$ cat src/rtl/timer_responder.sv
// Memory-mapped timer: reloadable up-counter with overflow interrupt plus free-running SYSTICK.
// Reads are combinational (zero wait states); writes land on the next rising edge.
module timer_responder #(
   parameter logic [31:0] BASE_ADDR = 32'h4000_0000
) (
   input  logic        clk,
   input  logic        reset,
   input  logic        rd,
   input  logic        wr,
   input  logic [31:0] addr,
   input  logic [31:0] wdata,
   output logic [31:0] rdata,
   output logic        irqout
);

   localparam logic [2:0] OFF_TH      = 3'd0;
   localparam logic [2:0] OFF_TL      = 3'd1;
   localparam logic [2:0] OFF_TCON    = 3'd2;
   localparam logic [2:0] OFF_SYSTICK = 3'd5;

   logic [31:0] th_q, th_d;
   logic [31:0] tl_q, tl_d;
   logic [2:0]  tcon_q, tcon_d;
   logic [31:0] systick_q, systick_d;

   logic        hit;
   logic [2:0]  off;
   logic        wr_th, wr_tl, wr_tcon;
   logic        ovf;
   logic        unused_addr_bits;

   assign hit              = (addr[30:5] == BASE_ADDR[30:5]);
   assign off              = addr[4:2];
   assign unused_addr_bits = ^{addr[31], addr[1:0]};

   assign wr_th   = wr && hit && (off == OFF_TH);
   assign wr_tl   = wr && hit && (off == OFF_TL);
   assign wr_tcon = wr && hit && (off == OFF_TCON);

   // A software write to TL pre-empts the wrap, so the reload and status set are suppressed.
   assign ovf = tcon_q[0] && (tl_q == 32'hFFFF_FFFF) && !wr_tl;

   always_comb begin
      rdata = 32'd0;
      if (rd && hit) begin
         case (off)
            OFF_TH:      rdata = th_q;
            OFF_TL:      rdata = tl_q;
            OFF_TCON:    rdata = {29'd0, tcon_q};
            OFF_SYSTICK: rdata = systick_q;
            default:     rdata = 32'd0;
         endcase
      end
   end

   always_comb begin
      th_d      = wr_th ? wdata : th_q;
      systick_d = systick_q + 32'd1;

      tl_d = tl_q;
      if (wr_tl) begin
         tl_d = wdata;
      end else if (tcon_q[0]) begin
         tl_d = ovf ? th_q : tl_q + 32'd1;
      end

      // Status set is OR-ed in after a TCON write so a coincident overflow is never lost.
      tcon_d = tcon_q;
      if (wr_tcon) begin
         tcon_d    = wdata[2:0];
         tcon_d[2] = wdata[2] | (ovf & wdata[1]);
      end else if (ovf && tcon_q[1]) begin
         tcon_d[2] = 1'b1;
      end
   end

   always_ff @(posedge clk or negedge reset) begin
      if (!reset) begin
         th_q      <= 32'd0;
         tl_q      <= 32'd0;
         tcon_q    <= 3'd0;
         systick_q <= 32'd0;
      end else begin
         th_q      <= th_d;
         tl_q      <= tl_d;
         tcon_q    <= tcon_d;
         systick_q <= systick_d;
      end
   end

   assign irqout = tcon_q[1] & tcon_q[2];

endmodule
$ cat config.mk
export PLATFORM = sky130hd
export DESIGN_NAME = timer_responder
export DESIGN_NICKNAME = d
export VERILOG_FILES = /design/src/rtl/timer_responder.sv
export SDC_FILE = /design/constraint.sdc
export NUM_CORES = 1
export LEC_CHECK = 0
export CELL_PAD_IN_SITES_DETAIL_PLACEMENT = 0
export CELL_PAD_IN_SITES_GLOBAL_PLACEMENT = 1
export CORE_UTILIZATION = 41
export CTS_CLUSTER_DIAMETER = 80
export DETAILED_ROUTE_END_ITERATION = 10
export PLACE_DENSITY_LB_ADDON = 0.1
export SYNTH_ARGS = -nofsm -noshare
export SYNTH_HDL_FRONTEND = slang
export SYNTH_SLANG_ARGS = --single-unit
export TNS_END_PERCENT = 5
$ cat constraint.sdc
create_clock -name clk -period 2.6 [get_ports clk]
set_input_delay 0.26 -clock clk [delete_from_list [all_inputs] [get_ports clk]]
set_output_delay 0.26 -clock clk [all_outputs]
set_load 0.005 [all_outputs]
==> results of run 1 <==
-- final cells by class --
| cell class | instances | area, um^2 | area share, % |
|---|---|---|---|
| Multi-Input combinational cell | 475 | 3238 | 43.12 |
| Sequential cell | 99 | 2477 | 32.99 |
| Timing Repair Buffer | 132 | 1240 | 16.51 |
| Clock buffer | 10 | 239.0 | 3.182 |
| Tap cell | 180 | 225.2 | 2.999 |
| Clock inverter | 6 | 63.81 | 0.8497 |
| Inverter | 7 | 26.28 | 0.3499 |
-- synthesized netlist by cell type (all sizes together) --
cell	n
a211oi	1
a21o	4
a21oi	14
a22o	1
a22oi	31
a311oi	1
a31oi	10
a41o	1
a41oi	4
and2	8
and3	17
and4	6
buf	22
clkbuf	17
dfrtp	99
ha	2
inv	7
mux2	62
mux2i	9
nand2	56
nand2b	7
nand3	26
nand4	22
nor2	67
nor3	16
nor3b	7
nor4	6
nor4b	3
o211ai	8
o21ai	32
o21bai	1
o31ai	7
or3	2
or4	1
xnor2	28
xor2	15
-- worst max-delay path: cells and delay by family --
family	cells	cell delay (ns)
buffers and inverters	3	0.82
and+or+nand+nor	4	1.16
-- sequential cells by signal (all words and copies together) (netlist names) --
name	flops
systick_q	32
tcon_q	3
th_q	32
tl_q	32
-- power by group through the flow --
stage	registers [mW]	clock network [mW]	logic, mW
6_report	1.54	1.40	0.247
5_1_grt	1.54	1.49	0.267
4_1_cts	1.54	1.43	0.250
3_5_place_dp	1.57	0	0.245
3_3_place_gp	1.57	0	0.242
2_1_floorplan	1.57	0	0.0673
-- kinds of logic (layout without fill, tap and decap cells) --
logic type	after synthesis	after routing	share of synthesized area, %
AO/OA/AOI/OAI	115	115	12.56
XOR/XNOR	43	43	6.341
adder cells (fa/ha/maj)	2	2	0.4213
buffers and inverters	46	155	4.234
flip-flops	99	99	41.71
multiplexers	71	71	13.27
AND/OR/NAND/NOR	244	244	21.47
-- what timing repair did --
action                                  in CTS  in global routing
hold endpoints to repair                    18                  0
endpoints found under the setup margin      29                 32
hold buffers                                 1                  0
gates cloned                                 0                  0
setup buffers                                0                  0
resized for setup                           32                 40
-- metal layers --
metal,vias to the layer above,part of all wire (%),routed length [um]
li1,2454,-,-
met2,118,48,8203
met4,0,1.1,183
met5,-,0,0
met1,2510,46,7813
met3,14,4.3,733
-- worst paths after layout --
| check | startpoint | end | slack (ns) | depth (start not counted) |
|---|---|---|---|---|
| max | addr[12] | rdata[25] | 0.09 | 7 |
| min | reset | th_q[4] | 0.33 | 2 |
| max reg2reg | tl_q[1] | tl_q[1] | 0.40 | 8 |
| min reg2reg | systick_q[31] | systick_q[31] | 0.49 | 1 |
| max in group asynchronous | reset | tl_q[29] | 1.53 | 3 |
| min in group clk | systick_q[31] | systick_q[31] | 0.49 | 1 |
==> metrics, run 1 <==
Pwr Total 3.184 mW; die area 14970 um^2; Total GRT Usage 23.99%; placed cell areas 7266 um^2; Setup Viol. Count Final 0; largest net degree at the start of global routing 50; post-synthesis sequential area ratio 41.71%; WS Path Type in -> out; Worst path max stage delay 0.58 ns; post-synth top area share 41.71%; clock latency on the worst-skew pair 0.36 ns; Hold Slack 0.3303 ns; Slew Viols, Final 0; Cell Pwr Density 423.9 nW/um^2; gr ovfl total 0; Reg clk slew, reported paths 0.07 ns; Worst path slowest cell or4_4; GRT Max-Usage Layer met2; mapped cell area 5939 um^2; Non-Filler Instances 909; CP Data Arrival Time 2.25 ns; initial core utilization 42.46%; Core Region 13990 um^2; Via density 5.606; cells along the critical path clkdlybuf4s50_1, nor4_2, nand4_2, or4_4, buf_12, nor2_2, dlygate4sd2_1; WL/cell 18.63 um; Final Hold Vio Count 0; Port Buffer Count 97; initial antenna violation count 0; status completed; synthesized area per cell 9.580 um^2; placed cells 892; met2 global-route usage 40.45%; die height 122.4 um; DP HPWL 11.98 mm; CP max FO 18; area leader, netlist dfrtp_1; WP data required 2.34 ns; fin util 53.69%; Rows 43; CTS tree yes; fin nets 794; antenna-violating nets left 0; Ports 101; final wirelength 16.93 mm; Place WS -0.2482 ns; total number of vias 5096; Int Pwr 2.447 mW; Yosys cell types 46; maximum clock rate 0.3979 GHz; htree depth 3; clock skew 0.01025 ns; setup tns final 0 ns; type of destination of the critical path output port; most frequent cells in the layout 99 x dfrtp_1, 64 x clkdlybuf4s50_1, 56 x nand2_1; Tmin final 2.513 ns; number of diodes 0; NetSw 736.7 uW; vias in the first global route 5177; Seq pwr share 48.3%; Max-slew headroom 61.19%; first-pass iteration count of the detailed router 5; most common cell after layout, fill and taps aside dfrtp_1; share of layout cells above drive strength 1 17.83%; VDD IR-drop max 349.8 uV; first-pass GRT wire length 27.39 mm; RSZ-0062 raised after global routing true; CTS Buffer Depth 2; post-layout instance area 7510 um^2; fillcell total 1342; DRC violations left 0; clock sinks 99; syn_nets 690; crit share post-route 96.66%; RePlAce Congestion 0.8204; final worst slack 0.08679 ns; Worst Hold Class in -> async; clock network power share 43.9%; Switching Share 23.14%; Chip Width 122.4 um; Worst-Margin Slew 0.5822 ns; cells after synthesis 620; Lkg Pwr 3.300 nW; critical path startpoint category primary input; total CTS buffers 9; initial DRC count 415; Synth Warn # 0; GR Layer Usage met1 31.71%; met3 GRT Util 4.554%; Combinational Power Share 7.8%; CTS root buf clkbuf_16; Seq cells post-synth 99; Area contributors post-synth dfrtp_1 42%, mux2_2 7.8%, xnor2_1 4.1%, mux2_1 4.0%, a22oi_1 3.9%; layout overhead on the synthesized area 26.44%; reported max-cap violation count 0
(Power assumes the default switching activity.)
==> run 2: changes to the inputs <==
- CORE_UTILIZATION: 41 -> 40
==> run 2 against run 1 <==
Effect of this change:
- cell count increased by 1.5%
- register-to-register slack about the same
- fmax decreased by 3.1%
- global-route usage increased by 0.43 points
- sequential share of layout area decreased by 0.56 points
- routed wire length increased by 4.1%
- total power increased by 3.9%
- clock power increased by 9%
- flip-flop and latch count unchanged
- largest cell class unchanged
==> metrics, run 2 (same netlist as run 1, synthesis figures left out) <==
status completed; worst r2r dst tl_q[1]; Rows 44 (+2.3%); post-layout instance area 7639 um^2 (+1.7%); CTS Buffer Depth 2 (unchanged); Core Region 14530 um^2 (+3.9%); fillcell total 1394 (+3.9%); setup tns final 0 ns (unchanged); clock network power share 46.3% (+2.4 points); most frequent cells in the layout 99 x dfrtp_1, 56 x nand2_1, 54 x clkdlybuf4s50_1; RSZ-0062 raised after global routing true; vias in the first global route 5076 (-2.0%); Via density 5.625 (+0.34%); Worst path max stage delay 0.62 ns (+0.04 ns); Critical Path Source addr[24]; antenna-violating nets left 0 (unchanged); reported max-cap violation count 0 (unchanged); Combinational Power Share 7.2% (-0.6 points); Port Buffer Count 97 (unchanged); die height 123.9 um (+1.2%); critical path startpoint category primary input; initial antenna violation count 0 (unchanged); initial DRC count 349 (-16%); clock sinks 99 (unchanged); CP Data Arrival Time 2.33 ns (+0.08 ns); Worst-Margin Slew 0.5708 ns (-0.01142 ns); first-pass iteration count of the detailed router 4 (-1); Multi-input gate area 3258 um^2 (+0.62%); Worst Hold Class in -> async; share of layout cells above drive strength 1 20.84% (+3.0 points); htree depth 3 (unchanged); Seq pwr share 46.5% (-1.8 points); most common cell after layout, fill and taps aside dfrtp_1; Worst path slowest cell or4_4; Reg clk slew, reported paths 0.07 ns (about the same); largest net degree at the start of global routing 59 (+18%); register area 2477 um^2 (unchanged); gr ovfl total 0 (unchanged); Worst R2R Start tl_q[1]; Switching Share 21.66% (-1.5 points); Ports 101 (unchanged); Chip Width 123.9 um (+1.2%); Int Pwr 2.591 mW (+5.9%); Final Hold Vio Count 0 (unchanged); die area 15340 um^2 (+2.5%); final wirelength 17.63 mm (+4.1%); cells along the critical path clkdlybuf4s50_1, nor4_2, nand3_1, or4_4, buf_12, buf_12, buf_16, nor2_1, buf_2; WP data required 2.34 ns (about the same); Non-Filler Instances 923 (+1.5%); CTS tree yes; DP HPWL 12.20 mm (+1.9%); CP max FO 4 (-14); crit share post-route 99.80% (+3.1 points); Cell Pwr Density 433.0 nW/um^2 (+2.1%); total CTS buffers 9 (unchanged); reg2reg setup slack 0.41 ns (about the same); clock skew 0.01221 ns (+0.001968 ns); CP endpoint rdata[3]; type of destination of the critical path output port; total number of vias 5192 (+1.9%); placed cell areas 7243 um^2 (-0.31%); top flop regs systick_q: 32 flops, th_q: 32 flops, tl_q: 32 flops; clock latency on the worst-skew pair 0.36 ns (about the same); first-pass GRT wire length 27.98 mm (+2.2%); layout overhead on the synthesized area 28.61%; fin nets 804 (+1.3%); maximum clock rate 0.3854 GHz (-3.1%); CTS root buf clkbuf_16; worst reg2reg path depth 8 (unchanged); Setup Viol. Count Final 0 (unchanged); WS Path Type in -> out; most used cell, CP buf_12; VDD IR-drop max 278.7 uV (-20%); Tmin final 2.595 ns (+0.08156 ns); number of diodes 0 (unchanged); RePlAce Congestion 0.8268 (+0.78%); fin util 52.56% (-1.1 points); DRC violations left 0 (unchanged); Lkg Pwr 3.398 nW (+3.0%); initial core utilization 40.87% (-1.6 points); NetSw 716.3 uW (-2.8%); placed cells 899 (+0.78%); WL/cell 19.10 um (+2.5%); Max-slew headroom 61.95% (+0.76 points); Total GRT Usage 24.42% (+0.43 points); Slew Viols, Final 0 (unchanged)
## run 2: metrics by stage
step | hold WS, ns | total power, mW | worst slack [ns]
2_1_floorplan | -0.03559 | 1.637 | 0.6574
3_3_place_gp | 0.1627 | 1.806 | -0.1932
3_5_place_dp | 0.1619 | 1.808 | -0.2732
4_1_cts | 0.3375 | 3.332 | -0.03529
5_1_grt | 0.3524 | 3.418 | -0.1461
6_report | 0.3297 | 3.307 | 0.005224
## run 2: worst min-delay path by stage
stage,from,endpoint,cells after the start
final,reset,tl_q[3],2
after floorplan,reset,systick_q[0],0
after detailed placement,reset,tl_q[3],1
after global placement,reset,tl_q[3],1
after global routing,reset,th_q[10],2
after CTS,reset,th_q[10],2
## run 2: worst max-delay path, delay by kind of cell
family                 cells  cell delay, ns
buffers and inverters      5            0.96
and+or+nand+nor            4            1.11
## run 2: cell type report
type	instances	area share, %
multi-input cells	475	42.65
flip-flops and latches	99	32.43
repair buffers	142	17.12
clock buffers	13	3.538
well taps	184	3.014
clock inverters	3	0.9009
inverters	7	0.3440
## run 2: what timing repair did
action                     CTS  global route
setup buffers                5             0
hold buffers                 1             0
setup endpoints to repair   29            24
resized for setup           98            25
hold endpoints to repair    17             0
pin swaps                    6             5
gates cloned                 3             0
## run 2: layer usage
layer	share of wire [%]	track usage [%]	wire [um]	up-vias
li1	-	-	-	2473
met1	46	33.43	8166	2585
met5	0	0	0	-
met2	48	40.35	8533	124
met3	4.4	4.212	781	10
met4	0.84	5.196	148	0
## run 2: power by group through the flow
| stage | Sequential, mW | Clock (mW) | Combinational, mW |
|---|---|---|---|
| final | 1.54 | 1.53 | 0.238 |
| after global placement | 1.57 | 0 | 0.237 |
| after floorplan | 1.57 | 0 | 0.0673 |
| after CTS | 1.54 | 1.55 | 0.238 |
| after detailed placement | 1.57 | 0 | 0.239 |
| after global routing | 1.54 | 1.62 | 0.258 |
